===== src/rtl/rr_token_arbiter.sv =====
// -----------------------------------------------------------------------------
// rr_token_arbiter
//   Centralized round-robin arbiter granting one shared resource to N clients
//   through a per-client four-phase req/ack handshake. Idle clients are skipped
//   within a single cycle, every ownership change is separated by one all-idle
//   cycle, and a hold-time watchdog asks a long-running owner to release.
//
// Parameters
//   N        number of requesters (2..16)
//   IDW      owner index width, at least ceil(log2(N))
//   HOLD_MAX grant cycles before revoke is raised; 0 disables the watchdog
//
// Ports
//   i_clk     rising-edge clock
//   i_rst_n   asynchronous active-low reset
//   i_req     per-client request level, held until the client releases
//   o_ack     per-client registered grant, one-hot or zero
//   o_revoke  registered release request, only set alongside the matching ack
//   o_owner   index of the current or most recent grantee
//   o_busy    high whenever any ack bit is high
// -----------------------------------------------------------------------------
module rr_token_arbiter #(
  parameter int N        = 5,
  parameter int IDW      = 3,
  parameter int HOLD_MAX = 15
) (
  input  logic           i_clk,
  input  logic           i_rst_n,
  input  logic [N-1:0]   i_req,
  output logic [N-1:0]   o_ack,
  output logic [N-1:0]   o_revoke,
  output logic [IDW-1:0] o_owner,
  output logic           o_busy
);

  localparam int CW = (HOLD_MAX > 0) ? $clog2(HOLD_MAX + 1) : 1;
  localparam logic [CW-1:0]  HOLD_SAT  = CW'(HOLD_MAX);
  localparam logic [CW-1:0]  HOLD_LAST = (HOLD_MAX > 0) ? CW'(HOLD_MAX - 1) : '0;
  localparam logic [IDW-1:0] LAST_IDX  = IDW'(N - 1);

  typedef enum logic [1:0] {
    IDLE,
    HOLD,
    GAP
  } StateT;

  StateT          r_state;
  logic [IDW-1:0] r_ptr;
  logic [CW-1:0]  r_holdCnt;
  logic [N-1:0]   r_ack;
  logic [N-1:0]   r_revoke;
  logic [IDW-1:0] r_owner;

  StateT          w_stateNext;
  logic [IDW-1:0] w_ptrNext;
  logic [CW-1:0]  w_holdCntNext;
  logic [N-1:0]   w_ackNext;
  logic [N-1:0]   w_revokeNext;
  logic [IDW-1:0] w_ownerNext;

  logic           w_found;
  logic [IDW-1:0] w_winner;
  logic [N-1:0]   w_winnerOh;
  logic           w_ownerReq;
  int             w_dist;
  int             w_bestDist;

  // Cyclic search from r_ptr: every requester computes its distance ahead of
  // the pointer and the smallest distance wins, so the whole search resolves
  // in one cycle with only constant bit indices.
  always_comb begin
    w_found    = 1'b0;
    w_winner   = '0;
    w_winnerOh = '0;
    w_bestDist = N;
    w_dist     = 0;
    for (int i = 0; i < N; i++) begin
      w_dist = (i >= int'(r_ptr)) ? (i - int'(r_ptr)) : (i + N - int'(r_ptr));
      if (i_req[i] && (w_dist < w_bestDist)) begin
        w_bestDist    = w_dist;
        w_found       = 1'b1;
        w_winner      = IDW'(i);
        w_winnerOh    = '0;
        w_winnerOh[i] = 1'b1;
      end
    end
  end

  // r_ack is one-hot at the owner during HOLD, so masking with it picks out
  // req[owner] without a variable-width index.
  assign w_ownerReq = |(i_req & r_ack);

  // Next-state and next-output logic. Revoke is latched once the counter
  // passes HOLD_LAST and then simply held until the owner drops its request;
  // ack is never removed while the owner still requests.
  always_comb begin
    w_stateNext   = r_state;
    w_ptrNext     = r_ptr;
    w_holdCntNext = r_holdCnt;
    w_ackNext     = r_ack;
    w_revokeNext  = r_revoke;
    w_ownerNext   = r_owner;
    case (r_state)
      IDLE: begin
        if (w_found) begin
          w_ackNext     = w_winnerOh;
          w_revokeNext  = '0;
          w_ownerNext   = w_winner;
          w_holdCntNext = '0;
          w_stateNext   = HOLD;
        end
      end
      HOLD: begin
        if (!w_ownerReq) begin
          w_ackNext    = '0;
          w_revokeNext = '0;
          w_ptrNext    = (r_owner == LAST_IDX) ? '0 : (r_owner + 1'b1);
          w_stateNext  = GAP;
        end else begin
          if (r_holdCnt != HOLD_SAT) begin
            w_holdCntNext = r_holdCnt + 1'b1;
          end
          if ((HOLD_MAX != 0) && (r_holdCnt == HOLD_LAST)) begin
            w_revokeNext = r_ack;
          end
        end
      end
      GAP: begin
        w_stateNext = IDLE;
      end
      default: begin
        w_stateNext = IDLE;
      end
    endcase
  end

  // State register; asynchronous reset drops ack/revoke immediately.
  always_ff @(posedge i_clk or negedge i_rst_n) begin
    if (!i_rst_n) begin
      r_state   <= IDLE;
      r_ptr     <= '0;
      r_holdCnt <= '0;
      r_ack     <= '0;
      r_revoke  <= '0;
      r_owner   <= '0;
    end else begin
      r_state   <= w_stateNext;
      r_ptr     <= w_ptrNext;
      r_holdCnt <= w_holdCntNext;
      r_ack     <= w_ackNext;
      r_revoke  <= w_revokeNext;
      r_owner   <= w_ownerNext;
    end
  end

  assign o_ack    = r_ack;
  assign o_revoke = r_revoke;
  assign o_owner  = r_owner;
  assign o_busy   = |r_ack;

endmodule


===== config.mk =====
export PLATFORM = sky130hd
export DESIGN_NAME = rr_token_arbiter
export DESIGN_NICKNAME = d
export VERILOG_FILES = /design/src/rtl/rr_token_arbiter.sv
export SDC_FILE = /design/constraint.sdc
export NUM_CORES = 1
export LEC_CHECK = 0
export BUFFER_PORTS_ARGS = -buffer_cell sky130_fd_sc_hd__buf_4
export CAP_MARGIN = 15
export CORE_AREA = 2 2 86 88
export DETAILED_ROUTE_END_ITERATION = 10
export DIE_AREA = 0 0 88 90
export PLACE_DENSITY_LB_ADDON = 0.12
export SETUP_SLACK_MARGIN = 0.5
export SYNTH_ARGS = -nofsm -noshare
export SYNTH_HDL_FRONTEND = slang
export SYNTH_SLANG_ARGS = --single-unit

===== constraint.sdc =====
create_clock -name i_clk -period 9.3 [get_ports i_clk]
set_input_delay 1.395 -clock i_clk [delete_from_list [all_inputs] [get_ports i_clk]]
set_output_delay 1.395 -clock i_clk [all_outputs]
set_load 0.01 [all_outputs]

==> qor.yml, run 1 <==
crit_arrival_ps: 8170
skew_ps: 5.42
yosys-mux-area-fraction_pct: 10.4
clock_path_buffers: 2
wl_per_cell_um: 15.0
gp_congestion: 0.867
place_inst: 390
synth_compound_area_share_pct: 22.6
cpPeakStageDelay_ps: 490
synth_top_family_by_area: "compound AO/OA/AOI/OAI gates"
drc: 0
cp.required_ps: 9440
cts-root-buf: "clkbuf_8"
fmax_mhz: 125
slew_viol_final: 0
cts_tree: "done"
cts_hold_buffers: 0
yosysTopAreaCellShare_pct: 23.1
rows: 31
synth-edff-count: 0
netlist_area_sq_um: 2380
setup_tns_ps: 0
relSlewSlack_pct: 61.7
crit_slowest_cell: "dfrtp_1"
synth_adder_area_share_pct: 15.7
path_buf_inv: 2
routed-via-count: 2072
dp_hpwl_um: 4740
grt_pass1_vias: 2074
avgSynthCellArea_sq_um: 8.60
die_w_um: 88
fin_cells: 395
endpoint_kind: "flip-flop"
yosysWarnings: 0
die_h_um: 90
ant_nets: 0
yosysTopAreaCell: "dfrtp_1"
hp-class: "reg -> reg"
maxCapViolCount: 0
grt_use_total_pct: 15.8
syn-num-nets: 313
clkSinkCount: 22
grt_max_degree: 23
finalCriticalPeriod_ps: 8020
yosysSeqAreaShare_pct: 23.1
hold_viol: 0
synth_simple_gate_area_share_pct: 21.8
rsz0062_at_grt: "no"
cts.clk_slew.worst_paths_ps: 80
grt_remaining_overflow: 0
synth_xor_area_share_pct: 1.84
async_reset_ff_share_pct: 100
crit_fanout: 9
path_delay_family: "compound AO/OA/AOI/OAI gates"
antenna_found_initial: 0
synth_ff_type: "dfrtp_1"
tightest_slew_ps: 573
critPathKind: "reg -> reg"
drt_pass1_iterations: 4
drt-initial-drc-count: 140
yosys.cell_types.count: 58
port_buffers: 20
start_kind: "flip-flop"
htreeDepth: 1
dieArea_sq_um: 7920
diodes: 0
wl_um: 5940
core-area_sq_um: 7020
floorplan.initialDensity_pct: 33.9
path_common_cell: "ha_1"
clkLatencyLatePin_ps: 260
drive_gt1_share_pct: 18.2
viasPerCell: 5.25
fin_crit_sh_pct: 86.2
setup_viol: 0
whs_ps: 515
synthCells: 277
status: "completed"
ys_seq_elements: 22
io_pins: 21
fill_cells: 729
final_util_pct: 38.5
area_delta_synth_final_pct: 13.3
ys_top_cells_by_area: "dfrtp_1 (23%), ha_1 (15%), nand2_1 (4.4%)"
grt_pass1_wl_um: 10200
nets: 334
cts-buffers-inserted: 3
-- flip-flops by register name (all words and copies together), names as in the netlist --
name       flops
r_state        2
r_ptr          3
o_owner        3
o_ack          5
o_revoke       5
r_holdCnt      4
-- layout make-up --
type,instances,area (sq um),share of cell area (%)
multi-input combinational,228,1730,64.1
sequential,22,552,20.4
timing repair buffer,23,173,6.39
tap,99,124,4.59
inverter,20,78.8,2.92
clock buffer,3,41.3,1.53
-- cell usage in the layout, fill, tap and decap left out, types with 5 or more instances in the layout --
master    count
a21oi_1      12
a21o_1        6
nor2_1       17
buf_4        23
nor2b_1       8
o21ai_0      15
nor3_1        7
nand2_1      28
o21a_1        6
ha_1         28
mux2_4        5
inv_1        19
and3_1        7
nand3_1      10
nand2b_1      5
dfrtp_1      21
mux2i_1       6
mux2_2        6
-- repair_timing --
action | in CTS | in global routing
buffers inserted | 0 | 2
resized for setup | 0 | 4
setup endpoints to repair | 0 | 17
-- per-stage QoR --
step / setup WS (ps) / instance area [sq um]
after global routing: 551 / 2700
after CTS: 852 / 2670
final: 1280 / 2700
after detailed placement: 856 / 2630
after floorplan: 1740 / 2380
after global placement: 906 / 2630
-- Yosys cell counts (all sizes together), types with 2 or more instances --
| cell | instances |
|---|---|
| o221a | 2 |
| ha | 29 |
| clkbuf | 5 |
| nor3 | 7 |
| a31oi | 2 |
| o21a | 7 |
| mux2 | 15 |
| a211oi | 4 |
| a22o | 2 |
| or3 | 3 |
| nand2 | 28 |
| o22ai | 3 |
| and2 | 2 |
| a21o | 7 |
| or4 | 2 |
| nand3 | 10 |
| a21oi | 13 |
| nor2 | 18 |
| nor2b | 8 |
| o21ai | 16 |
| a21boi | 3 |
| or2 | 3 |
| mux2i | 6 |
| o31ai | 2 |
| xor2 | 3 |
| xnor2 | 2 |
| o211ai | 2 |
| and3 | 7 |
| inv | 20 |
| buf | 2 |
| dfrtp | 22 |
| nand2b | 5 |
-- worst reg2reg max path: cells and delay by family (launching register included) --
| family | cells | cell delay, ps |
|---|---|---|
| fa+ha+maj | 7 | 2090 |
| mux | 3 | 750 |
| flops | 1 | 490 |
| simple gates | 10 | 1210 |
| compound gates | 17 | 3060 |
| buf+inv | 2 | 310 |
-- kinds of logic (layout without fill, tap and decap cells) --
kind of cell,after synthesis,after routing
AO/OA/AOI/OAI,73,73
buffers and inverters,27,46
AND/OR/NAND/NOR,99,99
flip-flops,22,22
adder cells (fa/ha/maj),30,30
multiplexers,21,21
XOR/XNOR,5,5
-- routing by layer --
layer | global-route usage (%) | routed length, um
met2 | 24.9 | 2720
met5 | 0 | 0
met1 | 23.1 | 3040
met4 | 1.79 | 27
met3 | 2.85 | 159
-- final timing paths --
kind / startpoint / end / slack [ps] / depth (start not counted)
setup / recovery: r_ptr[1] / o_ack[2] / 1280 / 39
hold / removal: o_revoke[3] / o_revoke[3] / 520 / 1
setup reg to reg: r_ptr[1] / o_ack[2] / 1280 / 39
hold reg to reg: o_revoke[3] / o_revoke[3] / 520 / 1
max in group asynchronous: i_rst_n / r_ptr[0] / 8030 / 1
min in group asynchronous: i_rst_n / r_holdCnt[0] / 1010 / 1
Power of run 1 is left out: the tool's default activity adds up to more than one toggle a clock period on the data nets, which glitch-free logic cannot reach.
==> run 2, diff against run 1 <==
==> constraint.sdc (replaced) <==
create_clock -name i_clk -period 9.3 [get_ports i_clk]
set_input_delay 1.86 -clock i_clk [delete_from_list [all_inputs] [get_ports i_clk]]
set_output_delay 1.86 -clock i_clk [all_outputs]
set_load 0.01 [all_outputs]
==> run 2 against run 1 <==
Effect of this change:
- register-to-register slack better by 20 ps
- wire length down 2.3%
- clock skew down 2.6 ps
- clock-buffer cell count stayed put
- final cell count fell by 0.51%
==> qor.yml, run 2 (synthesized netlist as in run 1, its figures left out) <==
status: "completed"
grt_use_total_pct: 15.5  # -0.24 points
fmax_mhz: 122  # -1.9%
grt_max_degree: 23  # unchanged
final_util_pct: 38.4  # -0.089 points
wl_um: 5810  # -2.3%
endpoint_kind: "flip-flop"
nets: 332  # -0.60%
clkSinkCount: 22  # unchanged
placed_area_sq_um: 2620  # -0.29%
final_cell_area_sq_um: 2690  # -0.23%
setup_viol: 0  # unchanged
drt_pass1_iterations: 5  # +1
cts_tree: "done"
critPathKind: "in -> reg"
crit_fanout: 10  # +1
core-area_sq_um: 7020  # unchanged
clkLatencyLatePin_ps: 260  # about the same
slew_viol_final: 0  # unchanged
dp_hpwl_um: 4640  # -2.0%
finalCriticalPeriod_ps: 8180  # +158 ps
grt_remaining_overflow: 0  # unchanged
path_common_cell: "nand2_1"
dieArea_sq_um: 7920  # unchanged
ant_nets: 0  # unchanged
port_buffers: 20  # unchanged
crit_slowest_cell: "maj3_1"
rows: 31  # unchanged
wl_per_cell_um: 14.8  # -1.8%
rsz0062_at_grt: "no"
fin_crit_sh_pct: 87.9  # +1.7 points
drc: 0  # unchanged
cpPeakStageDelay_ps: 450  # -40 ps
drive_gt1_share_pct: 17.7  # -0.56 points
hold_viol: 0  # unchanged
drt-initial-drc-count: 101  # -28%
layout_commonest_cell: "ha_1"
r2r_start: "r_ptr[0]"
cts_hold_buffers: 0  # unchanged
clock_path_buffers: 2  # unchanged
gp_congestion: 0.821  # -5.3%
cts-root-buf: "clkbuf_8"
startpoint: "i_req[0]"
cp.required_ps: 9450  # about the same
antenna_found_initial: 0  # unchanged
skew_ps: 2.85  # -2.57 ps
die_h_um: 90  # unchanged
hp-class: "reg -> reg"
htreeDepth: 1  # unchanged
area_delta_synth_final_pct: 13.1
tightest_slew_ps: 572  # -0.734 ps
diodes: 0  # unchanged
floorplan.initialDensity_pct: 33.9  # unchanged
cts.clk_slew.worst_paths_ps: 70  # about the same
routed-via-count: 2053  # -0.92%
grt_pass1_vias: 1995  # -3.8%
cts-buffers-inserted: 3  # unchanged
setup_tns_ps: 0  # unchanged
io_pins: 21  # unchanged
crit_arrival_ps: 8320  # +150 ps
die_w_um: 88  # unchanged
viasPerCell: 5.22  # -0.41%
whs_ps: 514  # -1.02 ps
min_from: "o_revoke[1]"
relSlewSlack_pct: 61.7  # about the same
start_kind: "input port"
maxCapViolCount: 0  # unchanged
final_cell_mix: "ha_1 (29), nand2_1 (28), buf_4 (21), dfrtp_1 (21), inv_1 (20)"
grt_pass1_wl_um: 9980  # -2.0%
-- run 2: cell type report --
class                      instances  area (sq um)
sequential                        22           552
fill                             731          4330
multi-input combinational        228          1740
inverter                          20          75.1
tap                               99           124
timing repair buffer              21           158
clock buffer                       3          41.3
-- run 2: path summary, 6_finish.rpt --
| path | end | slack [ps] | depth (start not counted) |
|---|---|---|---|
| min in group asynchronous | o_revoke[3] | 1480 | 1 |
| setup / recovery | o_owner[0] | 1120 | 35 |
| max in group asynchronous | r_ptr[0] | 7570 | 1 |
| hold / removal | o_revoke[1] | 510 | 1 |
| hold reg to reg | o_revoke[1] | 510 | 1 |
| setup reg to reg | o_owner[0] | 1300 | 39 |
-- run 2: worst max-delay path: cells and delay by family --
kind | cells | cell delay (ps)
compound gates | 13 | 2570
fa+ha+maj | 5 | 1560
simple gates | 12 | 1330
mux | 3 | 830
buf+inv | 2 | 200
-- run 2: metal layers --
layer / part of all wire, % / track usage, % / vias up
met2: 43 / 23.8 / 37
met5: 0 / 0 / -
met1: 53 / 23.4 / 973
met3: 3.4 / 2.66 / 4
li1: - / - / 1039
met4: 0.64 / 1.79 / 0
-- run 2: through the flow --
stage | worst slack (ps) | cells
after global placement | 751 | 389
final | 1120 | 393
after CTS | 913 | 392
after global routing | 602 | 393
after detailed placement | 655 | 389
after floorplan | 1270 | 277
-- run 2: timing repair --
item                       4_1_cts  5_1_grt
gates resized for setup          0        7
setup endpoints to repair        0       17
setup buffers                    0        1
Power of run 2 is left out for the same reason.
==> run 3, diff against run 2 <==
--- a/config.mk
+++ b/config.mk
@@ -11,6 +11,7 @@
 export DETAILED_ROUTE_END_ITERATION = 10
 export DIE_AREA = 0 0 88 90
 export PLACE_DENSITY_LB_ADDON = 0.12
+export RECOVER_POWER = 100
 export SETUP_SLACK_MARGIN = 0.5
 export SYNTH_ARGS = -nofsm -noshare
 export SYNTH_HDL_FRONTEND = slang
==> run 3 against run 2 <==
Effect of this change:
- non-clock buffer count unchanged
- first-iteration DRC count down 6.9%
- clock skew about the same
- die area unchanged
- cell area down 3.4%
- critical endpoint unchanged
- largest cell class unchanged
- highest routed layer unchanged
==> qor.yml, run 3 (synthesized netlist as in run 1, its figures left out) <==
status: "completed"
ant_nets: 0  # unchanged
layout_commonest_cell: "ha_1"
viasPerCell: 5.23  # about the same
wl_um: 5820  # +0.26%
crit_arrival_ps: 8560  # +240 ps
dp_hpwl_um: 4640  # unchanged
grt_use_total_pct: 15.5  # unchanged
drt-initial-drc-count: 94  # -6.9%
floorplan.initialDensity_pct: 33.9  # unchanged
skew_ps: 2.45  # -0.402 ps
grt_max_degree: 23  # unchanged
final_cell_mix: "ha_1 (29), nand2_1 (28), dfrtp_1 (21)"
endpoint_kind: "flip-flop"
critPathKind: "in -> reg"
setup_tns_ps: 0  # unchanged
setup_viol: 0  # unchanged
cts-buffers-inserted: 3  # unchanged
maxCapViolCount: 0  # unchanged
routed-via-count: 2055  # +0.097%
clock_path_buffers: 2  # unchanged
grt_pass1_wl_um: 9980  # unchanged
rsz0062_at_grt: "no"
path_common_cell: "nand2_1"
slew_viol_final: 0  # unchanged
hold_viol: 0  # unchanged
drc: 0  # unchanged
cts_hold_buffers: 0  # unchanged
clkSinkCount: 22  # unchanged
grt_remaining_overflow: 0  # unchanged
cts.clk_slew.worst_paths_ps: 70  # about the same
dieArea_sq_um: 7920  # unchanged
cts_tree: "done"
rows: 31  # unchanged
drt_pass1_iterations: 5  # unchanged
cp.required_ps: 9450  # about the same
relSlewSlack_pct: 19.4  # -42 points
die_h_um: 90  # unchanged
grt_pass1_vias: 1995  # unchanged
diodes: 0  # unchanged
drive_gt1_share_pct: 10.2  # -7.5 points
fin_crit_sh_pct: 90.4  # +2.5 points
die_w_um: 88  # unchanged
start_kind: "input port"
nets: 332  # unchanged
core-area_sq_um: 7020  # unchanged
cts-root-buf: "clkbuf_8"
antenna_found_initial: 0  # unchanged
hp-class: "reg -> reg"
wl_per_cell_um: 14.8  # +0.26%
area_delta_synth_final_pct: 9.24
crit_slowest_cell: "maj3_1"
port_buffers: 20  # unchanged
tightest_slew_ps: 1210  # +638 ps
gp_congestion: 0.821  # unchanged
finalCriticalPeriod_ps: 8410  # +232 ps
multi_input_area_sq_um: 1720  # -1.6%
fmax_mhz: 119  # -2.8%
clkLatencyLatePin_ps: 260  # about the same
crit_fanout: 10  # unchanged
fill_cells: 755  # +3.3%
cpPeakStageDelay_ps: 440  # about the same
htreeDepth: 1  # unchanged
seq_area_sq_um: 552  # unchanged
io_pins: 21  # unchanged
[run 3: cell count changes in the layout (fill, tap and decap cells not counted), moves of 2 or more]
cell,delta
buf_4,-17
clkbuf_1,+17
mux2_4,-2
mux2_1,+2
[run 3: area by class of cell]
cell class | count | area share (%)
multi-input combinational | 228 | 66.0
inverter | 20 | 2.88
sequential | 22 | 21.2
tap | 99 | 4.76
timing repair buffer | 21 | 3.61
clock buffer | 3 | 1.59
[run 3: worst paths after layout]
path | from | endpoint | slack (ps) | depth (start not counted)
max | i_req[0] | o_owner[0] | 890 | 35
min | o_revoke[3] | o_revoke[3] | 500 | 1
max reg2reg | r_ptr[0] | o_owner[0] | 1080 | 39
min reg2reg | o_revoke[3] | o_revoke[3] | 500 | 1
max in group asynchronous | i_rst_n | r_ptr[0] | 6670 | 1
min in group asynchronous | i_rst_n | o_revoke[3] | 1830 | 1
[run 3: repair_timing]
action	4_1_cts	5_1_grt
resized for setup	0	7
buffers inserted	0	1
setup endpoints to repair	0	17
[run 3: metrics by stage]
stage / cells / util (%) / hold slack [ps] / setup slack [ps] / instance area (sq um)
6_report: 393 / 37.1 / 498 / 890 / 2600
5_1_grt: 393 / 37.1 / 526 / 305 / 2600
4_1_cts: 392 / 37.9 / 521 / 913 / 2660
3_5_place_dp: 389 / 37.4 / 504 / 655 / 2620
3_3_place_gp: 389 / 37.4 / 501 / 751 / 2620
2_1_floorplan: 277 / - / 502 / 1270 / 2380
[run 3: worst max-delay path: cells and delay by family]
kind / cells / cell delay (ps)
simple gates: 12 / 1320
compound gates: 13 / 2780
buf+inv: 2 / 180
fa+ha+maj: 5 / 1570
mux: 3 / 830
[run 3: metal layers]
layer,vias to the layer above,GRT usage (%),wire length [um]
met5,-,0,0
met4,0,1.79,38
met3,4,2.66,223
met2,37,23.8,2480
met1,970,23.4,3080
li1,1044,-,-
Power of run 3 is left out for the same reason.
